<file path="src/rtl/row_access_pkg.sv">
// row_access_pkg: state encoding and default phase lengths for row_access_seq
package row_access_pkg;

    typedef enum logic [2:0] {IDLE, PRECH, WL, SENSE, DONE} state_t;

    localparam int PRE_CYC_DEF   = 1;
    localparam int WL_CYC_DEF    = 2;
    localparam int SENSE_CYC_DEF = 1;

endpackage

</file>
<file path="src/rtl/row_access_seq.sv">
// row_access_seq: Moore sequencer for one row access (precharge, word line, optional sense, done)
//   clk, rst_n            clock, async active-low reset
//   req, we, addr         request, write flag, row address (accepted only while ready)
//   ready                 idle, request may be accepted
//   pre_hi, pre_lo        latched address fields feeding the two 2-to-4 predecoders
//   precharge, wl_en,
//   write_en, sense_en    phase enables decoded from registered state
//   done                  one-cycle completion pulse
module row_access_seq
    import row_access_pkg::*;
#(
    parameter int PRE_CYC   = PRE_CYC_DEF,
    parameter int WL_CYC    = WL_CYC_DEF,
    parameter int SENSE_CYC = SENSE_CYC_DEF
) (
    input  logic       clk,
    input  logic       rst_n,
    input  logic       req,
    input  logic       we,
    input  logic [3:0] addr,
    output logic       ready,
    output logic [1:0] pre_hi,
    output logic [1:0] pre_lo,
    output logic       precharge,
    output logic       wl_en,
    output logic       write_en,
    output logic       sense_en,
    output logic       done
);

    localparam int MAXC = (PRE_CYC > WL_CYC) ? ((PRE_CYC > SENSE_CYC) ? PRE_CYC : SENSE_CYC)
                                              : ((WL_CYC > SENSE_CYC) ? WL_CYC : SENSE_CYC);
    localparam int CW   = $clog2(MAXC + 1);

    state_t          state, nxt;
    logic [CW-1:0]   cnt, cnt_nxt, reload;
    logic            we_q;
    logic            last;

    assign last = (cnt == '0);

    always_comb begin
        nxt = state;
        case (state)
            IDLE:    nxt = req ? PRECH : IDLE;
            PRECH:   nxt = last ? WL : PRECH;
            WL:      nxt = last ? (we_q ? DONE : SENSE) : WL;
            SENSE:   nxt = last ? DONE : SENSE;
            DONE:    nxt = IDLE;
            default: nxt = IDLE;
        endcase
    end

    // The shared counter holds (remaining cycles - 1) of the current phase;
    // every transition enters a different state, so a state change is a phase entry.
    always_comb begin
        reload  = (nxt == PRECH) ? CW'(PRE_CYC - 1) :
                  (nxt == WL)    ? CW'(WL_CYC - 1) :
                  (nxt == SENSE) ? CW'(SENSE_CYC - 1) : '0;
        cnt_nxt = (nxt != state) ? reload : (last ? cnt : cnt - CW'(1));
    end

    always_ff @(posedge clk or negedge rst_n) begin
        if (!rst_n) begin
            state  <= IDLE;
            cnt    <= '0;
            we_q   <= 1'b0;
            pre_hi <= 2'b00;
            pre_lo <= 2'b00;
        end else begin
            state <= nxt;
            cnt   <= cnt_nxt;
            if (state == IDLE && req) begin
                we_q   <= we;
                pre_hi <= addr[3:2];
                pre_lo <= addr[1:0];
            end
        end
    end

    assign ready     = (state == IDLE);
    assign precharge = (state == PRECH);
    assign wl_en     = (state == WL);
    assign write_en  = (state == WL) && we_q;
    assign sense_en  = (state == SENSE);
    assign done      = (state == DONE);

endmodule

</file>
<file path="config.mk">
export PLATFORM = sky130hd
export DESIGN_NAME = row_access_seq
export DESIGN_NICKNAME = d
export VERILOG_FILES = /design/src/rtl/row_access_pkg.sv /design/src/rtl/row_access_seq.sv
export SDC_FILE = /design/constraint.sdc
export NUM_CORES = 1
export LEC_CHECK = 0
export BUFFER_PORTS_ARGS = -buffer_cell sky130_fd_sc_hd__buf_4
export CORE_AREA = 2 2 40 42
export DETAILED_ROUTE_END_ITERATION = 6
export DIE_AREA = 0 0 42 44
export PLACE_DENSITY = 0.66
export REMOVE_ABC_BUFFERS = 1
export SYNTH_ARGS = -nofsm -noshare
export SYNTH_HDL_FRONTEND = slang
export SYNTH_SLANG_ARGS = --single-unit
</file>
<file path="constraint.sdc">
create_clock -name clk -period 1.3 [get_ports clk]
set_input_delay 0.195 -clock clk [delete_from_list [all_inputs] [get_ports clk]]
set_output_delay 0.195 -clock clk [all_outputs]
set_load 0.01 [all_outputs]
</file>
==> impl_metrics.py <==
metrics = {
    "min_path": {
        "min_to": "cnt[1]",
        "hold_start": "req",
        "min_path_type": "input pin to flip-flop",
        "worstHoldPathCells": 2,
    },
    "layout": {
        "area_growth_syn_to_layout_pct": 58.9,
        "final_nets": 87,
        "layout-drive-gt1-share": 0.618,
        "multi_input_area_sq_um": 299,
        "final_cell_area_sq_um": 857,
        "diodes": 0,
        "fillers": 112,
        "regArea_sq_um": 250,
    },
    "sta": {
        "fin_crit_sh": 1.09,
        "final.min_clock_period_ns": 1.41,
        "skew_ns": 0.00830,
        "final_hold_viol_count": 0,
        "setup_ws_ns": -0.114,
        "setup_viol": 10,
        "hold_ws_ns": 0.122,
        "max_freq_ghz": 0.707,
        "timing.slew.headroom": 0.799,
        "rsz0062_at_grt": "true",
        "drv_slew": 0,
        "worstMarginPinSlew_ns": 0.300,
    },
    "clocking": {
        "clockBufferDepth": 2,
        "cts.sinks": 10,
        "numCtsBuffers": 3,
        "clk_pin_slew_worst_paths_ns": 0.07,
        "clk_latency_ns": 0.27,
        "htreeDepth": 1,
        "cts-root-buf": "clkbuf_4",
        "cts_tree": "yes",
    },
    "worst_setup_path": {
        "critPathKind": "flip-flop to output port",
        "worstPathMaxFanout": 7,
        "r2r_start": "state[1]",
        "endpoint_kind": "output port",
        "r2r_cells": 4,
        "worst_r2r_endpoint": "pre_lo[0]",
        "r2r_slack_ns": -0.09,
        "worstPathRequired_ns": 1.11,
        "arrival_ns": 1.22,
        "start_kind": "flip-flop",
    },
    "floorplanning": {
        "coreArea_sq_um": 1420,
        "die_area_sq_um": 1850,
        "die_y_microns": 44,
        "rows": 14,
        "die_w_microns": 42,
        "start_util": 0.380,
        "pin_count": 18,
    },
    "yosys": {
        "seq_area_frac_synth": 0.464,
        "synth_cell_types": 22,
        "synth_top_cell_by_area": "dfrtp_1",
        "syn_inst": 49,
        "synth.cell_area_sq_um": 539,
        "netlist.area_leader.share": 0.464,
        "ys_ff_latch": 10,
        "ys_warn_count": 0,
        "ys_top_cells_by_area": "dfrtp_1 46%, mux2_4 14%, buf_6 4.2%",
        "synth.avg_cell_area_sq_um": 11.0,
    },
    "grt": {
        "grt.overflow.total": 0,
        "grt_usage": 0.176,
        "grt_start_max_net_pins": 11,
        "antenna_found_initial": 0,
        "grt_pass1_vias": 484,
        "grt_pass1_wl_microns": 2280,
    },
    "placement": {
        "routabilityCongestion": 0.779,
        "hpwl_microns": 769,
        "placement.cell_area_sq_um": 674,
        "numPortBuffers": 17,
    },
    "routing": {
        "drt-total-wl_microns": 1290,
        "num_vias": 453,
        "drc": 0,
        "wl_per_cell_microns": 14.0,
        "ant_nets": 0,
        "vias_per_cell": 4.92,
        "drt-initial-drc-count": 4,
        "firstDrtPassIters": 2,
    },
    "power_and_ir_drop": {
        "power_leakage_nw": 0.403,
        "vdd_drop_max_uv": 1290,
        "p_per_area_nw_per_um2": 2710,
    },
    "status": {
        "failed_checks": "negative setup slack",
        "outcome": "finished with violations",
    },
    "job": {
        "maxCapViolations": 0,
    },
}
-- cells in the mapped netlist --
| cell | n |
|---|---|
| buf_2 | 1 |
| mux2_4 | 5 |
| nor3_4 | 1 |
| o21ai_0 | 1 |
| buf_4 | 1 |
| nand3_1 | 1 |
| nand2b_1 | 3 |
| and2_1 | 2 |
| a211oi_1 | 1 |
| nand2_1 | 1 |
| dfrtp_1 | 10 |
| nand3b_1 | 1 |
| a2111oi_0 | 1 |
| a221oi_1 | 1 |
| nor3_1 | 1 |
| inv_1 | 4 |
| ha_1 | 1 |
| and2_4 | 1 |
| nor2_1 | 6 |
| buf_6 | 2 |
| a31oi_1 | 1 |
| a21oi_1 | 3 |
-- cells in the final DEF, fill, tap and decap left out, types with 2 or more instances in the layout --
| cell type | count |
|---|---|
| buf_6 | 10 |
| mux2_4 | 5 |
| inv_1 | 3 |
| nor2_1 | 3 |
| buf_4 | 17 |
| clkbuf_4 | 3 |
| and2_4 | 3 |
| nand2b_1 | 2 |
| a21oi_1 | 3 |
| nor2_4 | 3 |
| dfrtp_1 | 10 |
-- flip-flops by register name (all words and copies together), names as in the netlist --
| signal | count |
|---|---|
| cnt | 2 |
| we_q | 1 |
| pre_lo | 2 |
| pre_hi | 2 |
| state | 3 |
-- how the worst max path moves through the flow --
stage               startpoint  slack [ns]  cells past startpoint         to
detailed placement      cnt[0]       -0.01                      4     cnt[0]
global placement        cnt[1]        0.04                      5     cnt[0]
floorplan             state[1]       -0.04                      3  pre_hi[0]
CTS                   state[2]       -0.08                      4  pre_hi[1]
finish                state[1]       -0.11                      5   write_en
global route          state[1]       -0.15                      5   write_en
-- final cells by class --
cell class,count,area share
Multi-Input combinational cell,31,0.349
Sequential cell,10,0.292
Timing Repair Buffer,28,0.292
Clock buffer,3,0.0263
Tap cell,16,0.0234
Inverter,4,0.0175
-- per-layer routing --
layer / global-route usage / part of all wire / up-vias
met5: 0 / 0 / -
met4: 0.103 / 0.017 / 0
met3: 0.0542 / 0.046 / 4
met2: 0.325 / 0.55 / 13
met1: 0.173 / 0.38 / 218
li1: - / - / 218
-- critical path: stages, from the launching register on --
cell and delay [ns]:
dfrtp_1 0.41, buf_6 0.15, nand2b_4 0.09, nor2_4 0.03
and2_4 0.15, buf_6 0.11
-- logic make-up (layout without fill, tap and decap cells) --
| kind of cell | Yosys count | after routing | share of synthesized area |
|---|---|---|---|
| DFF | 10 | 10 | 0.464 |
| and+or+nand+nor | 17 | 17 | 0.186 |
| adders and majority gates | 1 | 1 | 0.0232 |
| buffers and inverters | 8 | 35 | 0.0928 |
| AOI/OAI and AO/OA | 8 | 8 | 0.0951 |
| muxes | 5 | 5 | 0.139 |
-- power by group --
group | total (mW) | leakage (nW) | switching, mW | internal, mW
clock network | 0.214 | 0.0138 | 0.107 | 0.107
registers | 0.582 | 0.122 | 0.115 | 0.466
logic | 1.52 | 0.267 | 0.654 | 0.868
-- per-stage QoR --
stage	util	cells	setup WS, ns	TNS (ns)	power, mW
after CTS	0.574	92	-0.0800	-0.583	2.15
after detailed placement	0.475	81	-0.0149	-0.0149	1.61
after floorplan	-	45	-0.0394	-0.197	1.20
final	0.604	92	-0.114	-0.786	2.32
after global placement	0.475	81	0.0448	0	1.59
after global routing	0.604	92	-0.152	-1.29	2.49
-- timing repair --
item / 4_1_cts / 5_1_grt
hold buffers: 1 / 0
endpoints found under the setup margin: 7 / 14
gates resized for setup: 16 / 10
pin swaps: 4 / 4
buffers inserted: 7 / 0
endpoints found under the hold margin: 10 / 0
cloned: 0 / 0
Power figures use the tool's default switching activity.
